[src/rtl/ram_dist_rd_stream.sv]
// Read-side streaming engine for a registered-read-address distributed RAM.
// Optional abort input is compiled in when RD_STREAM_ABORT_EN is defined.
module ram_dist_rd_stream #(
  parameter int DATAWIDTH = 4,
  parameter int ADDRWIDTH = 4,
  parameter int LENWIDTH  = 5
) (
  input  logic                 clk,
  input  logic                 reset_l,
  input  logic                 cmd_valid,
  output logic                 cmd_ready,
  input  logic [ADDRWIDTH-1:0] cmd_addr,
  input  logic [LENWIDTH-1:0]  cmd_len,
  output logic [ADDRWIDTH-1:0] rd_addr,
  input  logic [DATAWIDTH-1:0] rd_data,
  output logic                 out_valid,
  input  logic                 out_ready,
  output logic [DATAWIDTH-1:0] out_data,
  output logic                 out_last,
`ifdef RD_STREAM_ABORT_EN
  input  logic                 abort,
`endif
  output logic                 done
);

  typedef enum logic [1:0] {S_IDLE, S_RUN, S_DRAIN} state_t;

  state_t               state_q;
  logic [ADDRWIDTH-1:0] addr_q;
  logic [LENWIDTH-1:0]  remaining_q;
  logic                 inflight_q;
  logic                 inflight_last_q;
  logic [DATAWIDTH-1:0] buf_data_q [2];
  logic                 buf_last_q [2];
  logic                 rd_ptr_q;
  logic                 wr_ptr_q;
  logic [1:0]           occ_q;
  logic                 done_q;

  logic       pop;
  logic       issue;
  logic       abort_hit;
  logic [1:0] occ_d;

`ifdef RD_STREAM_ABORT_EN
  assign abort_hit = abort && (state_q != S_IDLE);
`else
  assign abort_hit = 1'b0;
`endif

  assign cmd_ready = (state_q == S_IDLE);
  assign rd_addr   = addr_q;
  assign out_valid = (occ_q != 2'd0);
  assign out_data  = buf_data_q[rd_ptr_q];
  assign out_last  = out_valid && buf_last_q[rd_ptr_q];
  assign done      = done_q;
  assign pop       = out_valid && out_ready;

  // Occupancy after this edge must leave room for the word we are about to issue.
  always_comb begin
    occ_d = occ_q + {1'b0, inflight_q} - {1'b0, pop};
    issue = (state_q == S_RUN) && (remaining_q != '0) && (occ_d < 2'd2);
  end

  always_ff @(posedge clk) begin
    if (!reset_l) begin
      state_q         <= S_IDLE;
      addr_q          <= '0;
      remaining_q     <= '0;
      inflight_q      <= 1'b0;
      inflight_last_q <= 1'b0;
      rd_ptr_q        <= 1'b0;
      wr_ptr_q        <= 1'b0;
      occ_q           <= 2'd0;
      done_q          <= 1'b0;
      for (int i = 0; i < 2; i++) begin
        buf_data_q[i] <= '0;
        buf_last_q[i] <= 1'b0;
      end
    end else if (abort_hit) begin
      state_q         <= S_IDLE;
      remaining_q     <= '0;
      inflight_q      <= 1'b0;
      inflight_last_q <= 1'b0;
      rd_ptr_q        <= 1'b0;
      wr_ptr_q        <= 1'b0;
      occ_q           <= 2'd0;
      done_q          <= 1'b1;
    end else begin
      done_q <= 1'b0;

      if (inflight_q) begin
        buf_data_q[wr_ptr_q] <= rd_data;
        buf_last_q[wr_ptr_q] <= inflight_last_q;
        wr_ptr_q             <= ~wr_ptr_q;
      end
      if (pop) begin
        rd_ptr_q <= ~rd_ptr_q;
      end
      occ_q           <= occ_d;
      inflight_q      <= issue;
      inflight_last_q <= issue && (remaining_q == LENWIDTH'(1));

      case (state_q)
        S_IDLE: begin
          if (cmd_valid) begin
            if (cmd_len != '0) begin
              addr_q      <= cmd_addr;
              remaining_q <= cmd_len;
              state_q     <= S_RUN;
            end else begin
              done_q <= 1'b1;
            end
          end
        end
        S_RUN: begin
          if (issue) begin
            addr_q      <= addr_q + ADDRWIDTH'(1);
            remaining_q <= remaining_q - LENWIDTH'(1);
            if (remaining_q == LENWIDTH'(1)) begin
              state_q <= S_DRAIN;
            end
          end
        end
        S_DRAIN: begin
          // Popping the last-flagged word empties the buffer with nothing in flight.
          if (pop && out_last) begin
            done_q  <= 1'b1;
            state_q <= S_IDLE;
          end
        end
        default: state_q <= S_IDLE;
      endcase
    end
  end

endmodule

[config.mk]
export PLATFORM = sky130hd
export DESIGN_NAME = ram_dist_rd_stream
export DESIGN_NICKNAME = d
export VERILOG_FILES = /design/src/rtl/ram_dist_rd_stream.sv
export SDC_FILE = /design/constraint.sdc
export NUM_CORES = 1
export LEC_CHECK = 0
export ABC_AREA = 1
export CORE_MARGIN = 5
export CORE_UTILIZATION = 45
export DETAILED_ROUTE_END_ITERATION = 7
export PLACE_DENSITY = 0.76
export SLEW_MARGIN = 20
export SYNTH_ARGS = -nofsm -noshare
export SYNTH_HDL_FRONTEND = slang
export SYNTH_SLANG_ARGS = --single-unit
export TNS_END_PERCENT = 1
[constraint.sdc]
create_clock -name clk -period 2.5 [get_ports clk]
set_input_delay 0.5 -clock clk [delete_from_list [all_inputs] [get_ports clk]]
set_output_delay 0.5 -clock clk [all_outputs]
set_load 0.005 [all_outputs]
==> results of run 1 <==
power by group:
group	switching, mW	internal, mW	total (mW)
clock network	0.163	0.106	0.269
logic	0.301	0.251	0.551
registers	0.0646	0.554	0.619
cells in the mapped netlist:
| cell type | instances |
|---|---|
| nand2_1 | 56 |
| nor2_1 | 29 |
| inv_1 | 27 |
| nand3_1 | 22 |
| dfxtp_1 | 21 |
| a21oi_2 | 10 |
| edfxtp_1 | 8 |
| ha_1 | 6 |
| a21oi_1 | 5 |
| o21ai_0 | 5 |
| nand3b_1 | 3 |
| o21ai_1 | 3 |
| buf_2 | 2 |
| buf_6 | 2 |
| inv_2 | 2 |
| nand2_2 | 2 |
| nand4_1 | 2 |
| a21oi_4 | 1 |
| buf_1 | 1 |
| nand2_4 | 1 |
| nand3_4 | 1 |
| nor2_2 | 1 |
| nor2_4 | 1 |
| or2_2 | 1 |
registers in the layout, summed over array words and instances (netlist names), named ones only:
name	flops
buf_data_q	8
buf_last_q	2
done	1
inflight_last_q	1
inflight_q	1
occ_q	2
rd_addr	4
rd_ptr_q	1
remaining_q	5
state_q	2
wr_ptr_q	1
layout make-up:
| cell class | count | area [µm²] |
|---|---|---|
| Clock buffer | 5 | 37.5 |
| Fill cell | 351 | 1410 |
| Inverter | 29 | 109 |
| Tap cell | 46 | 57.6 |
| Clock inverter | 3 | 17.5 |
| Sequential cell | 29 | 661 |
| Timing Repair Buffer | 30 | 295 |
| Multi-Input combinational cell | 149 | 773 |
per-stage QoR:
| step | util [%] | hold slack [ns] | setup WS (ns) | instance area, µm² | power [mW] |
|---|---|---|---|---|---|
| 2_1_floorplan | - | 0.426 | 0.546 | 1580 | 1.00 |
| 3_3_place_gp | 56.4 | 0.436 | 0.0783 | 1900 | 1.17 |
| 3_5_place_dp | 56.4 | 0.462 | 0.0324 | 1900 | 1.19 |
| 4_1_cts | 58.0 | 0.479 | 0.373 | 1950 | 1.46 |
| 5_1_grt | 58.0 | 0.514 | 0.201 | 1950 | 1.57 |
| 6_report | 58.0 | 0.477 | 0.354 | 1950 | 1.44 |
path summary, 6_finish.rpt:
path              endpoint  slack (ns)             from  depth (start not counted)
max             rd_addr[2]        0.35        out_ready                         15
min          buf_last_q[0]        0.48  inflight_last_q                          2
max reg2reg     rd_addr[2]        0.56         occ_q[1]                         13
min reg2reg  buf_last_q[0]        0.48  inflight_last_q                          2
kinds of logic (layout without fill, tap and decap cells):
kind of cell,count (synthesis),count (layout),synth area share [%]
simple gates,119,119,33.5
compound gates,24,24,10.7
fa+ha+maj,6,6,4.75
flops,29,29,41.8
buf+inv,34,67,9.19
worst max-delay path, stage by stage:
cell and delay (ns):
clkdlybuf4s50_1 0.49, inv_1 0.04, nor2_1 0.13, ha_1 0.24, inv_1 0.06, ha_1 0.15, inv_1 0.04, nand2_1 0.07
nand2_1 0.06, nand2_1 0.06, nand2_2 0.08, nand2_4 0.21, nand3_1 0.11, nand2_1 0.07, nor2_1 0.03
metal layers:
layer / GRT usage (%) / share of wire (%) / vias up
met3: 4.35 / 5.7 / 5
met2: 23.2 / 47 / 35
met1: 16.9 / 45 / 598
met5: 0 / 0 / -
met4: 3.90 / 1.4 / 0
li1: - / - / 740
==> flow_summary_export.csv, run 1 <==
group,metric,value,unit
run_status,outcome,"finished clean",
global_routing,grt_pass1_wl,5510,µm
global_routing,grt_pass1_vias,1250,
logic_synthesis,ys_ff_latch,29,
logic_synthesis,synth.top_cells.by_area,"dfxtp_1 (27%), edfxtp_1 (15%), nand2_1 (13%)",
detailed_routing,wirelength,3030,µm
run,max-cap-violations,0,
final_layout,antenna_cells,0,
placed_design,port_buffers,28,
final_layout,final_common_cell,"nand2_1",
global_routing,grt_max_degree,20,
floorplanning,dieWidth,69.2,µm
cts,clk_latency,0.31,ns
timing,final_hold_viol_count,0,
final_layout,synthToLayoutAreaGrowth,23.5,%
setup_path,cp-start-kind,"input pin",
cts,post_cts_resized,0,
detailed_routing,vias,1378,
timing,fin_crit,2.15,ns
timing,finalMaxSlewViolations,0,
floorplanning,die_area,4790,µm²
cts,numCtsBuffers,5,
global_routing,grt_use_total,13.8,%
cts,cts_max_path_buffers,2,
final_layout,fin_cells,291,
logic_synthesis,syn_area_per_cell,7.45,µm²
logic_synthesis,syn_nets,235,
cts,post-cts-setup-buffers,0,
detailed_routing,initialDrtViolationCount,47,
floorplanning,core_area,3360,µm²
power_and_ir_drop,power.density,738,nW/µm²
timing,tns,0,ns
setup_path,setup.worst_path.end_class,"register",
timing,grt_setup_unrepaired,"false",
logic_synthesis,yosysUniqueCellTypes,24,
logic_synthesis,yosys_warnings,0,
final_layout,num-nets-final,267,
global_routing,grt_overflow,0,
logic_synthesis,synth_area,1580,µm²
floorplanning,die_h,69.2,µm
timing,period_share,85.8,%
worst_hold_path,hold_path.class,"reg2reg",
detailed_routing,drt-vias-per-instance,4.74,
setup_path,cp_data_required_time,2.71,ns
placed_design,dp.cells,283,
timing,timing.fmax,466,MHz
global_routing,antenna_found_initial,0,
power_and_ir_drop,max-vdd-ir-drop,0.000345,V
floorplanning,start_util,46.9,%
detailed_routing,drtAntennaViolNets,0,
setup_path,crit_type,"in2reg",
placed_design,dp_hpwl,2320,µm
setup_path,crit_fanout,19,
final_layout,drive_gt1_share,12.2,%
floorplanning,ioPinCount,29,
final_layout,final_cell_mix,"nand2_1 (56), nor2_1 (29), clkdlybuf4s50_1 (28)",
timing,setup_viol,0,
timing,finClkSkew,0.00560,ns
logic_synthesis,synth_top_area_share,26.6,%
power_and_ir_drop,leakagePower,0.889,nW
detailed_routing,drc,0,
cts,cts_hold_buf,0,
cts,root_buffer,"clkbuf_4",
detailed_routing,first_pass_iters,4,
timing,slew_headroom,79.3,%
cts,cts_tree,"built",
timing,worst_pin_slew,0.310,ns
setup_path,arrival,2.36,ns
logic_synthesis,synth_top_cell_by_area,"dfxtp_1",
placed_design,gp_congestion,0.766,
cts,clk_pin_slew,0.10,ns
logic_synthesis,ys_seq_area_share,41.8,%
detailed_routing,post_drt_wl_per_cell,10.4,µm
cts,clock_sinks,29,
floorplanning,rows,21,
cts,ctsHtreeMaxLevel,2,
logic_synthesis,syn_inst,212,
Note: power is estimated with default switching activity, not from simulation.
==> run 2: changes to the inputs <==
Settings changed: ABC_AREA 1 to not set, PLACE_DENSITY 0.76 to 0.77, SETUP_SLACK_MARGIN set to 0.4.
==> run 2 against run 1 <==
Effect of this change: synthesized cell count down 30%; clock-buffer cell count up 1; die area down 4.4%; routed wire length up 8.9%; via count down 10%; first-iteration DRC count up 53%; critical endpoint is now out_data[3]; final cell count down 21%; non-clock buffer count up 7; sequential power up 1%; clock skew up 0.0069 ns; combinational power up 8.9%; sequential share of layout area up 0.42 points.
==> flow_summary_export.csv, run 2 <==
group,metric,value,unit
run_status,outcome,"finished clean",
detailed_routing,vias,1234,
cts,clk_latency,0.33,ns
cts,ctsHtreeMaxLevel,2,
power_and_ir_drop,max-vdd-ir-drop,0.000293,V
power_and_ir_drop,p_total,1.52,mW
floorplanning,start_util,45.6,%
final_layout,final_cell_mix,"clkdlybuf4s50_1 (27), dfxtp_1 (20), nor2_1 (14)",
global_routing,grt_use_total,16.7,%
setup_path,r2r_slack,0.56,ns
global_routing,antenna_found_initial,0,
detailed_routing,drtAntennaViolNets,0,
global_routing,grtUsageMet1,17.4,%
setup_path,arrival,1.50,ns
cts,numCtsBuffers,5,
floorplanning,core_area,3280,µm²
placed_design,port_buffers,28,
run,max-cap-violations,0,
detailed_routing,drc,0,
logic_synthesis,synth_top_area_share,28.1,%
detailed_routing,first_pass_iters,4,
logic_synthesis,yosys_warnings,0,
logic_synthesis,ys_seq_area_share,44.1,%
global_routing,grt_pass1_wl,5600,µm
setup_path,cp_data_required_time,2.00,ns
final_layout,antenna_cells,0,
logic_synthesis,ys_async_sr_fraction,0,%
logic_synthesis,synth-edff-count,8,
logic_synthesis,synthTopCellsByCount,"dfxtp_1 (21), nor2_1 (14), nand4_1 (11), edfxtp_1 (8), inv_1 (7)",
logic_synthesis,yosysUniqueCellTypes,42,
global_routing,use_met3,6.32,%
setup_path,reg2reg_to,"remaining_q[4]",
logic_synthesis,synth_most_common_cell,"dfxtp_1",
cts,clock_sinks,29,
setup_path,setup.worst_path.end_class,"primary output",
global_routing,busiest_layer,"met2",
floorplanning,die_h,67.7,µm
logic_synthesis,synth.top_cells.by_area,"dfxtp_1 (28%), edfxtp_1 (16%), ha_1 (5.0%)",
worst_hold_path,hold_start,"buf_last_q[1]",
setup_path,cp-start-kind,"register",
timing,slew_headroom,69.6,%
setup_path,r2r-start,"occ_q[0]",
timing,fin_crit,2.00,ns
final_layout,postLayoutCellArea,1930,µm²
timing,hold_ws,0.486,ns
timing,finClkSkew,0.0125,ns
detailed_routing,drt-vias-per-instance,5.34,
global_routing,grtUsageMet2,28.7,%
final_layout,drive_gt1_share,16.8,%
power_and_ir_drop,net-switching-power,515,µW
power_and_ir_drop,power_frac_clock,19.4,%
timing,setup_viol,0,
setup_path,crit_type,"reg2out",
floorplanning,dieWidth,67.7,µm
timing,finalMaxSlewViolations,0,
logic_synthesis,ys.flop_type,"dfxtp_1",
cts,cts_tree,"built",
cts,root_buffer,"clkbuf_4",
global_routing,grt_max_degree,19,
floorplanning,die_area,4580,µm²
power_and_ir_drop,power_frac_comb,39.4,%
logic_synthesis,syn_area_per_cell,10.1,µm²
worst_hold_path,hold_path.class,"reg2reg",
timing,tns,0,ns
cts,cts_hold_buf,0,
logic_synthesis,synth_top_cell_by_area,"dfxtp_1",
logic_synthesis,synth_area,1500,µm²
final_layout,largest_reg_flops,8,
global_routing,grt_pass1_vias,1316,
final_layout,top_register,"buf_data_q",
final_layout,synthToLayoutAreaGrowth,28.9,%
global_routing,grt_overflow,0,
power_and_ir_drop,power_frac_seq,41.2,%
setup_path,setup.worst_path.end,"out_data[3]",
cts,clk_pin_slew,0.08,ns
timing,timing.fmax,499,MHz
placed_design,placed_area,1850,µm²
power_and_ir_drop,power.density,789,nW/µm²
detailed_routing,initialDrtViolationCount,72,
placed_design,dp_hpwl,2430,µm
timing,worst_pin_slew,0.456,ns
timing,period_share,80.2,%
timing,grt_setup_unrepaired,"false",
detailed_routing,wirelength,3300,µm
final_layout,final_common_cell,"clkdlybuf4s50_1",
logic_synthesis,ys_ff_latch,29,
setup_path,r2r_cells,10,
logic_synthesis,syn_inst,148,
power_and_ir_drop,leakagePower,0.756,nW
timing,final_hold_viol_count,0,
setup_path,crit_fanout,5,
logic_synthesis,syn_nets,171,
power_and_ir_drop,p_sw_share,33.8,%
placed_design,gp_congestion,0.857,
final_layout,num-nets-final,207,
floorplanning,ioPinCount,29,
cts,cts_max_path_buffers,2,
power_and_ir_drop,p_int,1.01,mW
floorplanning,rows,21,
detailed_routing,post_drt_wl_per_cell,14.3,µm
## run 2: cell types whose count changed after synthesis, moves of 5 or more
cell	change
nand2_1	-51
inv_1	-20
nand3_1	-20
nor2_1	-15
a21oi_2	-10
nand4_1	+9
and2_1	+6
and3_1	+6
o31ai_1	+5
## run 2: critical path, cell delays in order (launching register included)
cell and delay [ns]:
dfxtp_2 0.39, mux2_2 0.34, clkdlybuf4s50_1 0.45
## run 2: layout make-up
cell class              count  area (µm²)
well taps                  46        57.6
multi-input cells         103         774
fillers                   309        1350
clock inverters             2        8.76
repair buffers             37         347
clock buffers               6        51.3
flip-flops and latches     29         662
inverters                   8        30.0
## run 2: repair_timing
action                                  4_1_cts  5_1_grt
endpoints found under the setup margin        7        5
buffers inserted                              2        0
hold endpoints to repair                      0        0
resized for setup                             2        1
## run 2: metrics by stage
stage / cells / utilization [%] / worst slack [ns]
2_1_floorplan: 148 / - / 0.411
3_3_place_gp: 221 / 56.3 / 0.0383
3_5_place_dp: 221 / 56.3 / 0.00428
4_1_cts: 231 / 58.7 / 0.396
5_1_grt: 231 / 58.8 / 0.415
6_report: 231 / 58.8 / 0.495
## run 2: how the worst min path moves through the flow
stage,endpoint,cells past startpoint
after floorplan,buf_last_q[1],2
after CTS,remaining_q[4],2
after detailed placement,buf_last_q[0],2
final,buf_last_q[1],2
after global placement,buf_last_q[1],2
after global routing,buf_last_q[1],2
## run 2: logic make-up (layout without fill, tap and decap cells)
kind of cell / count (synthesis) / after routing / synth area share [%]
DFF: 29 / 29 / 44.1
buffers and inverters: 16 / 53 / 5.43
adders and majority gates: 6 / 6 / 5.01
muxes: 7 / 7 / 5.01
AOI/OAI and AO/OA: 25 / 25 / 13.5
xor gates and xnor gates: 3 / 3 / 2.76
and+or+nand+nor: 62 / 62 / 24.2
## run 2: power by group through the flow
stage / logic, mW / registers, mW / clock network [mW]
detailed placement: 0.583 / 0.638 / 0
CTS: 0.602 / 0.627 / 0.304
global route: 0.657 / 0.640 / 0.323
finish: 0.600 / 0.628 / 0.295
floorplan: 0.379 / 0.623 / 0
global placement: 0.564 / 0.634 / 0
## run 2: layer usage
layer	wire length, µm	part of all wire [%]
met3	215	6.5
met1	1330	40
met4	72	2.2
met5	0	0
met2	1680	51
